<file path="src/rtl/stopwatch_core.sv">
// stopwatch_core: Moore control FSM, tick prescaler and BCD centisecond/second/minute counters.
// Define STOPWATCH_LAP_EN to build in the LAP state and its display freeze latches.
module stopwatch_core #(
    parameter int unsigned CLK_HZ  = 50000000,
    parameter int unsigned TICK_HZ = 100,
    parameter int unsigned MAX_MIN = 59
) (
    input  logic       clk,
    input  logic       rst,
    input  logic       i_start_pause,
    input  logic       i_stop,
    input  logic       i_lap,
    output logic [1:0] cnt_ctrl,
    output logic [7:0] o_cs_bcd,
    output logic [7:0] o_sec_bcd,
    output logic [7:0] o_min_bcd,
    output logic       o_tick,
    output logic       o_overflow
);

    localparam int unsigned DIV         = CLK_HZ / TICK_HZ;
    localparam int unsigned PW          = $clog2(DIV);
    localparam logic [7:0]  MAX_MIN_BCD = {4'(MAX_MIN / 10), 4'(MAX_MIN % 10)};

    typedef enum logic [1:0] {
        ST_IDLE  = 2'b00,
        ST_COUNT = 2'b01,
        ST_PAUSE = 2'b10,
        ST_LAP   = 2'b11
    } state_t;

    state_t         state_q, state_d;
    logic [PW-1:0]  presc_q, presc_d;
    logic [7:0]     cs_q, cs_d;
    logic [7:0]     sec_q, sec_d;
    logic [7:0]     min_q, min_d;
    logic           ovf_q, ovf_d;
    logic           running;
    logic           tick_c;

    // Two-digit BCD increment; callers handle the wrap point themselves.
    function automatic logic [7:0] bcd_inc(input logic [7:0] v);
        if (v[3:0] == 4'd9) begin
            return {v[7:4] + 4'd1, 4'd0};
        end
        return {v[7:4], v[3:0] + 4'd1};
    endfunction

    always_ff @(posedge clk or posedge rst) begin
        if (rst) begin
            state_q <= ST_IDLE;
        end else begin
            state_q <= state_d;
        end
    end

    // Next-state: stop beats start/pause, which beats lap.
    always_comb begin
        state_d = state_q;
        case (state_q)
            ST_IDLE: begin
                if (i_start_pause) state_d = ST_COUNT;
            end
            ST_COUNT: begin
                if (i_stop)             state_d = ST_IDLE;
                else if (i_start_pause) state_d = ST_PAUSE;
`ifdef STOPWATCH_LAP_EN
                else if (i_lap)         state_d = ST_LAP;
`endif
            end
            ST_PAUSE: begin
                if (i_stop)             state_d = ST_IDLE;
                else if (i_start_pause) state_d = ST_COUNT;
            end
`ifdef STOPWATCH_LAP_EN
            ST_LAP: begin
                if (i_stop)             state_d = ST_IDLE;
                else if (i_start_pause) state_d = ST_PAUSE;
                else if (i_lap)         state_d = ST_COUNT;
            end
`endif
            default: state_d = ST_IDLE;
        endcase
    end

`ifdef STOPWATCH_LAP_EN
    assign running = (state_q == ST_COUNT) || (state_q == ST_LAP);
`else
    assign running = (state_q == ST_COUNT);
`endif

    assign tick_c   = running && (presc_q == PW'(DIV - 1));
    assign o_tick   = tick_c;
    assign cnt_ctrl = state_q;

    // Prescaler and time chain; entering or sitting in IDLE forces everything to zero.
    always_comb begin
        presc_d = presc_q;
        cs_d    = cs_q;
        sec_d   = sec_q;
        min_d   = min_q;
        ovf_d   = ovf_q;
        if (state_d == ST_IDLE) begin
            presc_d = '0;
            cs_d    = '0;
            sec_d   = '0;
            min_d   = '0;
            ovf_d   = 1'b0;
        end else begin
            if (running) begin
                presc_d = tick_c ? '0 : presc_q + PW'(1);
            end
            if (tick_c) begin
                if (cs_q != 8'h99) begin
                    cs_d = bcd_inc(cs_q);
                end else begin
                    cs_d = '0;
                    if (sec_q != 8'h59) begin
                        sec_d = bcd_inc(sec_q);
                    end else begin
                        sec_d = '0;
                        if (min_q != MAX_MIN_BCD) begin
                            min_d = bcd_inc(min_q);
                        end else begin
                            min_d = '0;
                            ovf_d = 1'b1;
                        end
                    end
                end
            end
        end
    end

    always_ff @(posedge clk or posedge rst) begin
        if (rst) begin
            presc_q <= '0;
            cs_q    <= '0;
            sec_q   <= '0;
            min_q   <= '0;
            ovf_q   <= 1'b0;
        end else begin
            presc_q <= presc_d;
            cs_q    <= cs_d;
            sec_q   <= sec_d;
            min_q   <= min_d;
            ovf_q   <= ovf_d;
        end
    end

    assign o_overflow = ovf_q;

`ifdef STOPWATCH_LAP_EN
    logic [7:0] lap_cs_q, lap_sec_q, lap_min_q;
    logic       lap_enter;
    logic       lap_show;

    assign lap_enter = (state_q != ST_LAP) && (state_d == ST_LAP);
    assign lap_show  = (state_q == ST_LAP);

    // Latches grab the pre-edge live time on LAP entry.
    always_ff @(posedge clk or posedge rst) begin
        if (rst) begin
            lap_cs_q  <= '0;
            lap_sec_q <= '0;
            lap_min_q <= '0;
        end else if (state_d == ST_IDLE) begin
            lap_cs_q  <= '0;
            lap_sec_q <= '0;
            lap_min_q <= '0;
        end else if (lap_enter) begin
            lap_cs_q  <= cs_q;
            lap_sec_q <= sec_q;
            lap_min_q <= min_q;
        end
    end

    assign o_cs_bcd  = lap_show ? lap_cs_q  : cs_q;
    assign o_sec_bcd = lap_show ? lap_sec_q : sec_q;
    assign o_min_bcd = lap_show ? lap_min_q : min_q;
`else
    logic unused_lap;
    assign unused_lap = i_lap;

    assign o_cs_bcd  = cs_q;
    assign o_sec_bcd = sec_q;
    assign o_min_bcd = min_q;
`endif

endmodule

</file>
<file path="config.mk">
export PLATFORM = sky130hd
export DESIGN_NAME = stopwatch_core
export DESIGN_NICKNAME = d
export VERILOG_FILES = /design/src/rtl/stopwatch_core.sv
export SDC_FILE = /design/constraint.sdc
export NUM_CORES = 1
export LEC_CHECK = 0
export ABC_CLOCK_PERIOD_IN_PS = 5100
export CAP_MARGIN = 30
export CORE_ASPECT_RATIO = 1.4
export CORE_MARGIN = 2
export CORE_UTILIZATION = 60
export CTS_CLUSTER_SIZE = 8
export DETAILED_ROUTE_END_ITERATION = 7
export PLACE_DENSITY_LB_ADDON = 0.2
export SYNTH_ARGS = -nofsm -noshare
export SYNTH_HDL_FRONTEND = slang
export SYNTH_SLANG_ARGS = --single-unit
</file>
<file path="constraint.sdc">
create_clock -name clk -period 5.1 [get_ports clk]
set_input_delay 0.51 -clock clk [delete_from_list [all_inputs] [get_ports clk]]
set_output_delay 0.51 -clock clk [all_outputs]
set_load 0.1 [all_outputs]
</file>
==> results.cfg, run 1 <==
[run_status]
status = finished clean

[logic_synthesis]
synthTopCellsByCount = dfrtp_1, nor2_1, nand2_1
async_reset_ff_frac = 1.000
synth-edff-count = 0
ys_warn_count = 0
synthDistinctLibCells = 50
yosysMostFrequentCell = dfrtp_1
syn_avg_cell_area_sq_um = 9.103
ys_top_cells_by_area = dfrtp_1, ha_1, nor2_1
netlist.area_leader.share = 0.4301
yosysTopAreaCell = dfrtp_1
syn_inst = 294
synth_seq_cells = 46
syn_nets = 312
synth-seq-area-share = 0.4301
syn_area_sq_um = 2676
synth_ff_type = dfrtp_1

[worst_setup_path]
critical_path.cell_chain = or4b_1 > nor3_4 > nand2_1 > inv_1 > clkdlybuf4s50_1
end_kind = primary output
cp_max_fo = 13
cp_num_buf_inv = 2
cp_num_cells = 5
worstSetupPathType = flip-flop to primary output
r2r_setup_slack_ns = 2.60
startpoint_type = flip-flop
reg2reg_to = presc_q[3]
crit_path_end = o_tick
cp_slowest_stage_delay_ns = 1.14
r2r-start = presc_q[6]
crit_required_ns = 4.59
arrival_ns = 3.26
rr_worst_depth = 5
slowest_stage = clkdlybuf4s50_1
cp-startpoint = presc_q[6]
crit_family = buffers and inverters

[clock_network]
h-tree-depth = 2
cts-root-buf = clkbuf_8
cts_resized = 0
cts_tree = done
clock_path_buffers = 2
clk_latency_ns = 0.30
cts-hold-fix-buffers = 0
cts_buffers = 5
postCtsSetupBuffers = 0
clock_sinks = 46
path_clk_slew_ns = 0.09

[finish]
layout-drive-gt1-share = 0.04321
diodes = 0
final_cell_area_sq_um = 3115
fin_nets = 341
fillers = 346
post_layout_nonfiller_instances = 384
multiInputGateArea_sq_um = 1420
regArea_sq_um = 1151
synthToLayoutAreaGrowth_pct = 16.41

[power_and_ir_drop]
powerDensity_nw_per_um2 = 217.8
p_leak_nw = 1.287
vdd_drop_max_uv = 195.4

[sta]
fmax_mhz = 265.0
skew_ns = 0.01350
slew_violations = 0
rsz0062_at_grt = false
hold_viol_final = 0
min_period_ns = 3.774
finalCritPeriodShare = 0.7400
holdWs_ns = 0.5050
setup_ws_ns = 1.326
tightest_slew_ns = 1.018
fin_tns_setup_ns = 0
slew-limit-headroom = 0.3176
setup_violations = 0

[detailed_routing]
num_vias = 2251
drc = 0
routed_wirelength_um = 5437
drt-initial-drc-count = 144
detail-route-antenna-nets = 0
avgViaCountPerCell = 5.862
wl_per_cell_um = 14.16
dr.pass1.iters = 4

[global_route]
grt_start_max_net_pins = 47
grt_usage = 0.2306
grt_overflow = 0
grt_pass1_wl_um = 9177
antenna_found_initial = 0
grt_pass1_vias = 2131

[hold_path]
hold_class = flip-flop to flip-flop
hold_depth = 1

[placed_design]
pre_cts_ws_ns = 1.656
hpwlAfterDp_um = 3830
dp.cells = 376
place_congestion = 0.8340
placed_area_sq_um = 3024
port_buffers = 31

[floorplan]
row_count = 28
dieArea_sq_um = 5018
die_h_um = 83.03
start_util = 0.6262
boundaryPins = 33
die_w_um = 60.45
core-area_sq_um = 4274

[job]
cap_viol_max_count = 0
## power by group
part,total (mW),switching (mW),leakage (nW),internal [mW]
logic,0.0728,0.0544,0.599,0.0184
clock network,0.230,0.121,0.0482,0.110
registers,0.375,0.00694,0.640,0.368
## logic make-up after synthesis
logic type	count (synthesis)	synth area share
and+or+nand+nor	140	0.2903
AOI/OAI and AO/OA	51	0.1131
DFF	46	0.4301
buffers and inverters	25	0.04161
xor gates and xnor gates	15	0.04909
adders and majority gates	13	0.06078
muxes	4	0.01496
## area by class of cell
class | instances | area share
inverters | 14 | 0.01687
flip-flops and latches | 46 | 0.3695
well taps | 60 | 0.02410
clock buffers | 7 | 0.02771
clock inverters | 1 | 0.001606
multi-input cells | 223 | 0.4558
repair buffers | 33 | 0.1044
## layer usage
metal,part of all wire,up-vias,GRT usage,routed length (um)
met4,0.0092,0,0.06917,50
li1,-,1104,-,-
met3,0.024,4,0.03738,131
met2,0.53,39,0.4140,2865
met1,0.44,1104,0.2711,2389
met5,0,-,0,0
## how the worst min path moves through the flow
stage | from | end | slack [ns]
finish | o_overflow | o_overflow | 0.51
global route | o_overflow | o_overflow | 0.53
CTS | o_overflow | o_overflow | 0.51
detailed placement | o_overflow | o_overflow | 0.49
global placement | o_overflow | o_overflow | 0.47
floorplan | presc_q[0] | presc_q[0] | 0.50
## sequential cells by signal (all words and copies together) (netlist names)
| name | count |
|---|---|
| cnt_ctrl | 2 |
| o_cs_bcd | 8 |
| o_min_bcd | 8 |
| o_overflow | 1 |
| o_sec_bcd | 8 |
| presc_q | 19 |
## layout by cell type (no fill, tap or decap), types with 5 or more instances in the layout
cell type,n
nand4_1,10
o21ai_1,9
o31ai_1,5
or3_1,9
a21oi_1,20
clkdlybuf4s50_1,31
ha_1,13
or4_1,7
xor2_1,11
nand2_1,25
nand3_1,17
nor2_1,37
clkbuf_8,6
dfrtp_1,46
inv_1,13
## metrics by stage
stage            util  power (mW)
3_3_place_gp   0.7076      0.4547
2_1_floorplan       -      0.4342
4_1_cts        0.7289      0.6843
5_1_grt        0.7289      0.7063
6_report       0.7289      0.6784
3_5_place_dp   0.7076      0.4562
Power figures use the tool's default switching activity.
==> run 2, diff against run 1 <==
Settings changed: ABC_CLOCK_PERIOD_IN_PS 5100 to 3900, CORE_UTILIZATION 60 to 56.
Clock period 5.1 ns to 3.9 ns, I/O delays scaled along.
==> results.cfg, run 2 (synthesis gave the netlist of run 1 again) <==
[floorplan]
row_count = 29
die_w_um = 62.43
boundaryPins = 33
die_h_um = 85.80
start_util = 0.5854
dieArea_sq_um = 5356
core-area_sq_um = 4572

[finish]
largest_register = presc_q
synthToLayoutAreaGrowth_pct = 17.86
final_cell_area_sq_um = 3154
diodes = 0
post-route-util = 0.6899
layout-drive-gt1-share = 0.05538
layout_commonest_cell = dfrtp_1
mostFrequentLayoutCells = dfrtp_1, nor2_1, clkdlybuf4s50_1
fin_nets = 342
largest_reg_flops = 19

[sta]
hold_viol_final = 0
setup_ws_ns = 1.107
finalCritPeriodShare = 0.7162
slew_violations = 0
skew_ns = 0.006214
fin_tns_setup_ns = 0
fmax_mhz = 358.0
min_period_ns = 2.793
tightest_slew_ns = 1.033
rsz0062_at_grt = false
setup_violations = 0
slew-limit-headroom = 0.3069

[global_route]
antenna_found_initial = 0
grt_pass1_wl_um = 9370
grt_pass1_vias = 2112
grt_usage = 0.2158
grt_overflow = 0
grt_start_max_net_pins = 47

[detailed_routing]
drc = 0
drt-initial-drc-count = 136
dr.pass1.iters = 4
avgViaCountPerCell = 5.863
wl_per_cell_um = 14.17
num_vias = 2269
detail-route-antenna-nets = 0
routed_wirelength_um = 5484

[placed_design]
pre_cts_ws_ns = 1.278
hpwlAfterDp_um = 3858
placed_area_sq_um = 3024
place_congestion = 0.8768
port_buffers = 31

[clock_network]
postCtsSetupBuffers = 0
cts-root-buf = clkbuf_8
cts_resized = 0
clock_sinks = 46
cts_tree = done
path_clk_slew_ns = 0.08
clock_path_buffers = 2
clk_latency_ns = 0.30
cts_buffers = 5
cts-hold-fix-buffers = 0
h-tree-depth = 2

[job]
cap_viol_max_count = 0

[power_and_ir_drop]
finalPower_uw = 927.5
vdd_drop_max_uv = 271.3
powerDensity_nw_per_um2 = 294.1
p_leak_nw = 1.310

[worst_setup_path]
r2r-start = presc_q[6]
cp_slowest_stage_delay_ns = 0.59
crit_family = simple AND/OR/NAND/NOR gates
r2r_setup_slack_ns = 1.44
slowest_stage = or4b_1
end_kind = primary output
worstSetupPathType = flip-flop to primary output
cp_num_buf_inv = 2
startpoint_type = flip-flop
crit_required_ns = 3.51
arrival_ns = 2.40
rr_worst_depth = 5
cp_max_fo = 13
critical_path.cell_chain = or4b_1 > nor3_4 > nand2_1 > inv_1 > buf_4
reg2reg_to = o_cs_bcd[7]

[run_status]
status = finished clean

[hold_path]
hold_class = primary input to asynchronous set/reset pin
==> run 2: changes by cell type in the layout (fill, tap and decap cells not counted) <==
cell	delta
clkbuf_8	+2
buf_12	+1
buf_4	+1
clkbuf_1	-1
clkdlybuf4s50_1	-1
clkinv_1	-1
clkinv_2	-1
inv_2	+1
==> run 2: worst max path at each step <==
stage,from,to,slack (ns),cells past startpoint
2_1_floorplan,cnt_ctrl[0],o_tick,0.93,6
4_1_cts,presc_q[6],o_tick,1.10,5
6_report,presc_q[6],o_tick,1.11,5
5_1_grt,presc_q[6],o_tick,0.99,5
3_5_place_dp,i_stop,presc_q[17],1.28,6
3_3_place_gp,i_stop,presc_q[17],1.28,6
==> run 2: where the power goes <==
| part | switching (mW) | internal [mW] | total (mW) | leakage (nW) |
|---|---|---|---|---|
| Combinational | 0.0715 | 0.0273 | 0.0989 | 0.613 |
| Sequential | 0.0101 | 0.482 | 0.492 | 0.640 |
| Clock | 0.158 | 0.179 | 0.337 | 0.0575 |
| Total | 0.240 | 0.688 | 0.928 | 1.31 |
==> run 2: area by class of cell <==
type                            count  area, sq um
Multi-Input combinational cell    223         1420
Fill cell                         393         1418
Sequential cell                    46         1151
Timing Repair Buffer               34        342.8
Clock buffer                        8        110.1
Tap cell                           62        77.57
Inverter                           14        52.55
==> run 2: layer usage <==
metal,share of wire,vias up,track usage
li1,-,1107,-
met1,0.43,1116,0.2595
met2,0.53,39,0.3959
met3,0.028,7,0.03150
met4,0.012,0,0.07071
met5,0,-,0
==> run 2: per-stage QoR <==
stage / hold WS, ns / cells
3_3_place_gp: 0.4730 / 378
5_1_grt: 0.3237 / 387
6_report: 0.3161 / 387
2_1_floorplan: 0.4564 / 294
4_1_cts: 0.5059 / 386
3_5_place_dp: 0.4867 / 378
